[src/rtl/apb_uart_ctrl.sv]
// APB3 slave UART: register file, TX/RX FIFOs and full-duplex UART engines in the PCLK domain.
// Register map (word index PADDR[3:2]): DATA, STAT, CTRL, BAUD.
module apb_uart_ctrl #(
    parameter int DATA_WIDTH = 32,
    parameter int FIFO_DEPTH = 8,
    parameter int DIV_WIDTH  = 20,
    parameter int DATA_BITS  = 8
) (
    input  logic                  PCLK,
    input  logic                  PRESETn,
    input  logic                  PSEL,
    input  logic                  PENABLE,
    input  logic [3:0]            PADDR,
    input  logic                  PWRITE,
    input  logic [DATA_WIDTH-1:0] PWDATA,
    output logic [DATA_WIDTH-1:0] PRDATA,
    output logic                  PREADY,
    output logic                  PSLVERR,
    output logic                  TXD,
    input  logic                  RXD,
    output logic                  IRQ
);

    localparam int PW = $clog2(FIFO_DEPTH);
    localparam int CW = PW + 1;
    localparam int BW = $clog2(DATA_BITS + 1);

    localparam logic [1:0] S_IDLE  = 2'd0;
    localparam logic [1:0] S_START = 2'd1;
    localparam logic [1:0] S_DATA  = 2'd2;
    localparam logic [1:0] S_STOP  = 2'd3;

    logic                  w_xfer, w_wr, w_rd;
    logic [1:0]            w_addr;
    logic                  w_ctrl_wr, w_stat_wr;
    logic                  w_baud_ok;
    logic [DIV_WIDTH:0]    w_baud_p1;
    logic [DIV_WIDTH-1:0]  w_half_m1;
    logic [DATA_WIDTH-1:0] w_rdata;
    logic                  w_unused_bits;

    logic [4:0]            r_ctrl;
    logic [DIV_WIDTH-1:0]  r_baud;
    logic                  r_frame_err, r_overrun, r_irq;

    logic [DATA_BITS-1:0]  r_tx_mem [FIFO_DEPTH];
    logic [PW-1:0]         r_tx_wp, r_tx_rp;
    logic [CW-1:0]         r_tx_cnt;
    logic                  w_tx_full, w_tx_empty, w_tx_push, w_tx_pop, w_tx_can, w_tx_tick;

    logic [DATA_BITS-1:0]  r_rx_mem [FIFO_DEPTH];
    logic [PW-1:0]         r_rx_wp, r_rx_rp;
    logic [CW-1:0]         r_rx_cnt;
    logic                  w_rx_full, w_rx_empty, w_rx_push, w_rx_pop;

    logic [1:0]            r_tx_state;
    logic [DIV_WIDTH-1:0]  r_tx_div;
    logic [BW-1:0]         r_tx_bit;
    logic [DATA_BITS-1:0]  r_tx_shift;
    logic                  r_txd;

    logic                  r_rx_s1, r_rx_s2, r_rx_prev;
    logic [1:0]            r_rx_state;
    logic [DIV_WIDTH-1:0]  r_rx_div;
    logic [BW-1:0]         r_rx_bit;
    logic [DATA_BITS-1:0]  r_rx_shift;
    logic                  w_rx_fall, w_rx_kill, w_rx_tick, w_rx_mid;
    logic                  w_rx_stop, w_rx_push_req, w_rx_ferr, w_rx_ovr;

    assign w_xfer    = PSEL & PENABLE;
    assign w_wr      = w_xfer & PWRITE;
    assign w_rd      = w_xfer & ~PWRITE;
    assign w_addr    = PADDR[3:2];
    assign w_ctrl_wr = w_wr & (w_addr == 2'd2);
    assign w_stat_wr = w_wr & (w_addr == 2'd1);
    assign w_baud_ok = r_baud >= DIV_WIDTH'(3);
    assign w_baud_p1 = {1'b0, r_baud} + (DIV_WIDTH+1)'(1);
    assign w_half_m1 = w_baud_p1[DIV_WIDTH:1] - DIV_WIDTH'(1);
    assign w_unused_bits = ^{PADDR[1:0], PWDATA, w_baud_p1[0]};

    assign w_tx_full  = r_tx_cnt == CW'(FIFO_DEPTH);
    assign w_tx_empty = r_tx_cnt == '0;
    assign w_rx_full  = r_rx_cnt == CW'(FIFO_DEPTH);
    assign w_rx_empty = r_rx_cnt == '0;

    assign w_tx_push = w_wr & (w_addr == 2'd0) & ~w_tx_full;
    assign w_rx_pop  = w_rd & (w_addr == 2'd0) & ~w_rx_empty;
    assign w_tx_can  = r_ctrl[0] & ~w_tx_empty & w_baud_ok;
    assign w_tx_tick = r_tx_div >= r_baud;
    assign w_tx_pop  = w_tx_can & ((r_tx_state == S_IDLE) | ((r_tx_state == S_STOP) & w_tx_tick));

    // Clearing rx_en takes effect on the very edge of the CTRL write.
    assign w_rx_kill     = ~r_ctrl[1] | (w_ctrl_wr & ~PWDATA[1]);
    assign w_rx_fall     = r_rx_prev & ~r_rx_s2;
    assign w_rx_tick     = r_rx_div >= r_baud;
    assign w_rx_mid      = r_rx_div >= w_half_m1;
    assign w_rx_stop     = (r_rx_state == S_STOP) & w_rx_tick & ~w_rx_kill;
    assign w_rx_push_req = w_rx_stop & r_rx_s2;
    assign w_rx_ferr     = w_rx_stop & ~r_rx_s2;
    assign w_rx_push     = w_rx_push_req & ~w_rx_full;
    assign w_rx_ovr      = w_rx_push_req & w_rx_full;

    always_comb begin
        w_rdata = '0;
        case (w_addr)
            2'd0: if (!w_rx_empty) w_rdata[DATA_BITS-1:0] = r_rx_mem[r_rx_rp];
            2'd1: w_rdata[5:0] = {r_frame_err, r_overrun, w_rx_empty, w_rx_full, w_tx_empty, w_tx_full};
            2'd2: w_rdata[4:0] = r_ctrl;
            default: w_rdata[DIV_WIDTH-1:0] = r_baud;
        endcase
    end

    assign PRDATA  = w_rd ? w_rdata : '0;
    assign PSLVERR = w_xfer & (w_addr == 2'd0) & (PWRITE ? w_tx_full : w_rx_empty);
    assign PREADY  = 1'b1;
    assign TXD     = r_txd;
    assign IRQ     = r_irq;

    always_ff @(posedge PCLK) begin
        if (!PRESETn) begin
            r_ctrl      <= '0;
            r_baud      <= '0;
            r_frame_err <= 1'b0;
            r_overrun   <= 1'b0;
            r_irq       <= 1'b0;
        end else begin
            if (w_ctrl_wr) r_ctrl <= PWDATA[4:0];
            if (w_wr && w_addr == 2'd3) r_baud <= PWDATA[DIV_WIDTH-1:0];
            r_frame_err <= w_rx_ferr | (r_frame_err & ~(w_stat_wr & PWDATA[5]));
            r_overrun   <= w_rx_ovr  | (r_overrun   & ~(w_stat_wr & PWDATA[4]));
            r_irq <= (r_ctrl[2] & ~w_rx_empty) | (r_ctrl[3] & w_tx_empty) |
                     (r_ctrl[4] & (r_overrun | r_frame_err));
        end
    end

    always_ff @(posedge PCLK) begin
        if (w_tx_push) r_tx_mem[r_tx_wp] <= PWDATA[DATA_BITS-1:0];
        if (w_rx_push) r_rx_mem[r_rx_wp] <= r_rx_shift;
    end

    always_ff @(posedge PCLK) begin
        if (!PRESETn) begin
            r_tx_wp  <= '0;
            r_tx_rp  <= '0;
            r_tx_cnt <= '0;
            r_rx_wp  <= '0;
            r_rx_rp  <= '0;
            r_rx_cnt <= '0;
        end else begin
            if (w_tx_push) r_tx_wp <= r_tx_wp + PW'(1);
            if (w_tx_pop)  r_tx_rp <= r_tx_rp + PW'(1);
            if (w_tx_push && !w_tx_pop)      r_tx_cnt <= r_tx_cnt + CW'(1);
            else if (!w_tx_push && w_tx_pop) r_tx_cnt <= r_tx_cnt - CW'(1);
            if (w_rx_push) r_rx_wp <= r_rx_wp + PW'(1);
            if (w_rx_pop)  r_rx_rp <= r_rx_rp + PW'(1);
            if (w_rx_push && !w_rx_pop)      r_rx_cnt <= r_rx_cnt + CW'(1);
            else if (!w_rx_push && w_rx_pop) r_rx_cnt <= r_rx_cnt - CW'(1);
        end
    end

    // TX engine: the FIFO head is popped on the edge a frame starts, including back-to-back starts from STOP.
    always_ff @(posedge PCLK) begin
        if (!PRESETn) begin
            r_tx_state <= S_IDLE;
            r_tx_div   <= '0;
            r_tx_bit   <= '0;
            r_txd      <= 1'b1;
        end else begin
            case (r_tx_state)
                S_IDLE: begin
                    if (w_tx_can) begin
                        r_tx_state <= S_START;
                        r_tx_div   <= '0;
                        r_txd      <= 1'b0;
                        r_tx_shift <= r_tx_mem[r_tx_rp];
                    end
                end
                S_START: begin
                    if (w_tx_tick) begin
                        r_tx_state <= S_DATA;
                        r_tx_div   <= '0;
                        r_tx_bit   <= '0;
                        r_txd      <= r_tx_shift[0];
                    end else begin
                        r_tx_div <= r_tx_div + DIV_WIDTH'(1);
                    end
                end
                S_DATA: begin
                    if (w_tx_tick) begin
                        r_tx_div <= '0;
                        if (r_tx_bit == BW'(DATA_BITS - 1)) begin
                            r_tx_state <= S_STOP;
                            r_txd      <= 1'b1;
                        end else begin
                            r_tx_bit   <= r_tx_bit + BW'(1);
                            r_tx_shift <= r_tx_shift >> 1;
                            r_txd      <= r_tx_shift[1];
                        end
                    end else begin
                        r_tx_div <= r_tx_div + DIV_WIDTH'(1);
                    end
                end
                default: begin
                    if (w_tx_tick) begin
                        r_tx_div <= '0;
                        if (w_tx_can) begin
                            r_tx_state <= S_START;
                            r_txd      <= 1'b0;
                            r_tx_shift <= r_tx_mem[r_tx_rp];
                        end else begin
                            r_tx_state <= S_IDLE;
                        end
                    end else begin
                        r_tx_div <= r_tx_div + DIV_WIDTH'(1);
                    end
                end
            endcase
        end
    end

    // RX engine: start bit is re-checked at mid-bit to reject glitches, then every bit is sampled one period later.
    always_ff @(posedge PCLK) begin
        if (!PRESETn) begin
            r_rx_s1    <= 1'b1;
            r_rx_s2    <= 1'b1;
            r_rx_prev  <= 1'b1;
            r_rx_state <= S_IDLE;
            r_rx_div   <= '0;
            r_rx_bit   <= '0;
        end else begin
            r_rx_s1   <= RXD;
            r_rx_s2   <= r_rx_s1;
            r_rx_prev <= r_rx_s2;
            if (w_rx_kill) begin
                r_rx_state <= S_IDLE;
                r_rx_div   <= '0;
            end else begin
                case (r_rx_state)
                    S_IDLE: begin
                        if (w_rx_fall && w_baud_ok) begin
                            r_rx_state <= S_START;
                            r_rx_div   <= '0;
                        end
                    end
                    S_START: begin
                        if (w_rx_mid) begin
                            r_rx_div   <= '0;
                            r_rx_bit   <= '0;
                            r_rx_state <= r_rx_s2 ? S_IDLE : S_DATA;
                        end else begin
                            r_rx_div <= r_rx_div + DIV_WIDTH'(1);
                        end
                    end
                    S_DATA: begin
                        if (w_rx_tick) begin
                            r_rx_div   <= '0;
                            r_rx_shift <= {r_rx_s2, r_rx_shift[DATA_BITS-1:1]};
                            if (r_rx_bit == BW'(DATA_BITS - 1)) r_rx_state <= S_STOP;
                            else                                r_rx_bit   <= r_rx_bit + BW'(1);
                        end else begin
                            r_rx_div <= r_rx_div + DIV_WIDTH'(1);
                        end
                    end
                    default: begin
                        if (w_rx_tick) begin
                            r_rx_div   <= '0;
                            r_rx_state <= S_IDLE;
                        end else begin
                            r_rx_div <= r_rx_div + DIV_WIDTH'(1);
                        end
                    end
                endcase
            end
        end
    end

endmodule
[config.mk]
export PLATFORM = sky130hd
export DESIGN_NAME = apb_uart_ctrl
export DESIGN_NICKNAME = d
export VERILOG_FILES = /design/src/rtl/apb_uart_ctrl.sv
export SDC_FILE = /design/constraint.sdc
export NUM_CORES = 1
export LEC_CHECK = 0
export ABC_AREA = 1
export CAP_MARGIN = 0
export CORE_ASPECT_RATIO = 1.2
export CORE_MARGIN = 2
export CORE_UTILIZATION = 30
export DETAILED_ROUTE_END_ITERATION = 8
export PLACE_DENSITY = 0.54
export SYNTH_ARGS = -nofsm -noshare
export SYNTH_HDL_FRONTEND = slang
export SYNTH_SLANG_ARGS = --single-unit
[constraint.sdc]
create_clock -name PCLK -period 5.67 [get_ports PCLK]
set_clock_uncertainty 0.05 [all_clocks]
set_input_delay 1.701 -clock PCLK [delete_from_list [all_inputs] [get_ports PCLK]]
set_output_delay 1.701 -clock PCLK [all_outputs]
set_load 0.005 [all_outputs]
==> results_dict.tcl <==
set metrics [dict create \
    maxSlewHeadroom_pct 32.2 \
    drive_above_1_share_pct 6.38 \
    synthTopCellsByCount "nand2_1, nor2_1, inv_1" \
    syn_avg_cell_area_um2 8.25 \
    cts-resized-gates 0 \
    preCtsSetupSlack_ns 0.196 \
    post-cts-setup-buffer-count 0 \
    hpwl_um 26700 \
    io_pins 78 \
    leakage_uw 0.00654 \
    clock_latency_ns 0.58 \
    p_int_uw 3070 \
    grt_pass1_vias 11259 \
    track_usage_pct 15.2 \
    avgRoutedWirePerCell_um 15.4 \
    hold_buffers 0 \
    arrival_ns 3.78 \
    cts_root_buffer "clkbuf_16" \
    vias 11443 \
    setup_violations 0 \
    worstMarginPinSlew_ns 1.02 \
    slew_viol_final 0 \
    max_freq_mhz 181 \
    drt-initial-drc-count 782 \
    synth_cell_types 52 \
    fin_nets 1875 \
    dp.cells 2338 \
    clkPwrFrac_pct 42.9 \
    ys_seq_area_share_pct 46.7 \
    insertedDiodeCount 0 \
    yosysTopAreaCell "edfxtp_1" \
    cap_violations 0 \
    cts_htree_levels 1 \
    hold_class "register to register" \
    cts_tree "built" \
    numCtsBuffers 27 \
    fin_setup_tns_ns 0 \
    combPwrFrac_pct 9.3 \
    clk_path_buf_depth 3 \
    yosys-top-cells-area "edfxtp_1, dfxtp_1, nand2_1" \
    wl_um 36700 \
    first_pass_iters 5 \
    synth_warnings 0 \
    switchingPower_uw 1080 \
    synth-edff-count 144 \
    grt_antenna_before_repair 0 \
    run_status "finished clean" \
    syn_inst 1695 \
    cts.clk_slew.worst_paths_ns 0.06 \
    rsz0062_at_grt "no" \
    worst_slack_ns 0.143 \
    vias_per_cell 4.79 \
    powerDensity_nw_per_um2 258 \
    die_area_um2 48400 \
    coreArea_um2 45900 \
    route.detailed.drc 0 \
    switching_share_pct 26.0 \
    cts_num_sinks 254 \
    critPathLaunchType "input pin" \
    num_rows 86 \
    period_share_pct 97.5 \
    synth.top_cell.area_share_pct 30.9 \
    die_w_um 201 \
    grt_pass1_wl_um 58900 \
    synth_ff_type "edfxtp_1" \
    finalNonFillerCells 2387 \
    ir_drop_v 0.000214 \
    critPathMaxFanout 9 \
    yosysMostFrequentCell "nand2_1" \
    areaGrowthSynthToFinish_pct 14.9 \
    final_util_pct 35.0 \
    globalRouteOverflowTotal 0 \
    ys_ff_latch 254 \
    die_h_um 241 \
    synthArstFlopShare_pct 0 \
    hold_viol_final 0 \
    start_util_pct 30.4 \
    routabilityCongestion 0.877 \
    min_period_ns 5.53 \
    crit_required_ns 3.92 \
    ant_nets 0 \
    syn_area_um2 14000 \
    p_seq_share_pct 47.8 \
    end_kind "output pin" \
    crit_type "input pin to output pin" \
    final.fill_count 4775 \
    grt_max_degree 48 \
    numPortBuffers 50 \
]
[state kept, by name, indices dropped and copies added (netlist names), 2 cells and up, named ones only]
register / flops
r_rx_mem: 64
r_tx_mem: 64
r_baud: 20
r_rx_div: 20
r_tx_div: 20
r_rx_shift: 8
r_tx_shift: 8
r_ctrl: 5
r_rx_bit: 4
r_rx_cnt: 4
r_tx_bit: 4
r_tx_cnt: 4
r_rx_rp: 3
r_rx_wp: 3
r_tx_rp: 3
r_tx_wp: 3
r_rx_state: 2
r_tx_state: 2
[cells by family (layout without fill, tap and decap cells)]
group           count (synthesis)  after routing  share of synthesized area, %
xor+xnor                       43             43                          2.88
other cells                     2             13                        0.0537
mux                             1              1                        0.0716
fa+ha+maj                      82             82                          7.44
buf+inv                       250            315                          7.14
simple gates                  774            774                          24.2
flops                         254            254                          46.7
compound gates                289            289                          11.6
[critical path: stages]
cell,delay (ns)
clkdlybuf4s50_1,0.47
buf_4,0.15
inv_1,0.05
nor2_1,0.32
nand2_1,0.19
a31oi_1,0.22
buf_4,0.16
clkdlybuf4s50_1,0.51
[stage by stage]
stage	hold WS (ns)	total power [uW]	area, um2
6_report	0.364	4150	16100
2_1_floorplan	0.343	2290	14000
5_1_grt	0.391	4320	16100
4_1_cts	0.363	4200	16100
3_5_place_dp	0.348	2420	15200
3_3_place_gp	0.345	2410	15200
[final cells by class]
class                   instances  area (um2)  area share [%]
repair buffers                 74         676            4.20
well taps                     616         771            4.79
inverters                     192         721            4.48
clock inverters                21         199            1.24
clock buffers                  28         679            4.23
multi-input cells            1202        6500            40.5
flip-flops and latches        254        6530            40.6
[path summary, 6_finish.rpt]
check                                       startpoint                         to  slack, ns  cells after the start
worst max-delay path                          PADDR[2]                  PRDATA[5]       0.14                      8
worst min-delay path                r_rx_s1$_SDFF_PN1_         r_rx_s2$_SDFF_PN1_       0.36                      1
worst max register to register  r_baud[1]$_SDFFE_PN0P_  r_rx_div[14]$_SDFFE_PP0P_       1.24                     25
worst min register to register      r_rx_s1$_SDFF_PN1_         r_rx_s2$_SDFF_PN1_       0.36                      1
[power by group through the flow]
| stage | Combinational (uW) | Sequential [uW] | Clock, uW |
|---|---|---|---|
| final | 387 | 1980 | 1780 |
| after floorplan | 269 | 2020 | 0 |
| after detailed placement | 391 | 2020 | 0 |
| after CTS | 393 | 1980 | 1820 |
| after global placement | 384 | 2020 | 0 |
| after global routing | 444 | 1990 | 1890 |
[per-layer routing]
metal  track usage [%]  part of all wire (%)  wire length (um)  vias up
li1                  -                     -                 -     5824
met1              17.8                    42             15500     5322
met2              27.8                    50             18400      219
met3              1.76                   3.9              1440       78
met4              6.85                   3.8              1390        0
met5                 0                     0                 0        -
[layout by cell type (no fill, tap or decap), drive strengths merged, types with 3 or more instances in the layout]
cell | netlist | routed
clkinv | 0 | 10
o21a | 3 | 3
o21ai | 142 | 142
clkinvlp | 0 | 4
edfxtp | 144 | 144
o21bai | 3 | 3
xnor2 | 6 | 6
and3 | 3 | 3
ha | 80 | 80
nand3 | 108 | 108
inv | 192 | 197
clkbuf | 37 | 28
or2 | 7 | 7
nand3b | 3 | 3
nand4 | 31 | 31
clkdlybuf4s50 | 0 | 49
buf | 21 | 25
conb | 2 | 13
o221ai | 25 | 25
dfxtp | 110 | 110
a31oi | 7 | 7
nor3 | 50 | 50
and2 | 3 | 3
xor2 | 37 | 37
nand2 | 343 | 343
o22ai | 8 | 8
o211ai | 6 | 6
a21oi | 84 | 84
nor2 | 224 | 224
(Power assumes the default switching activity.)
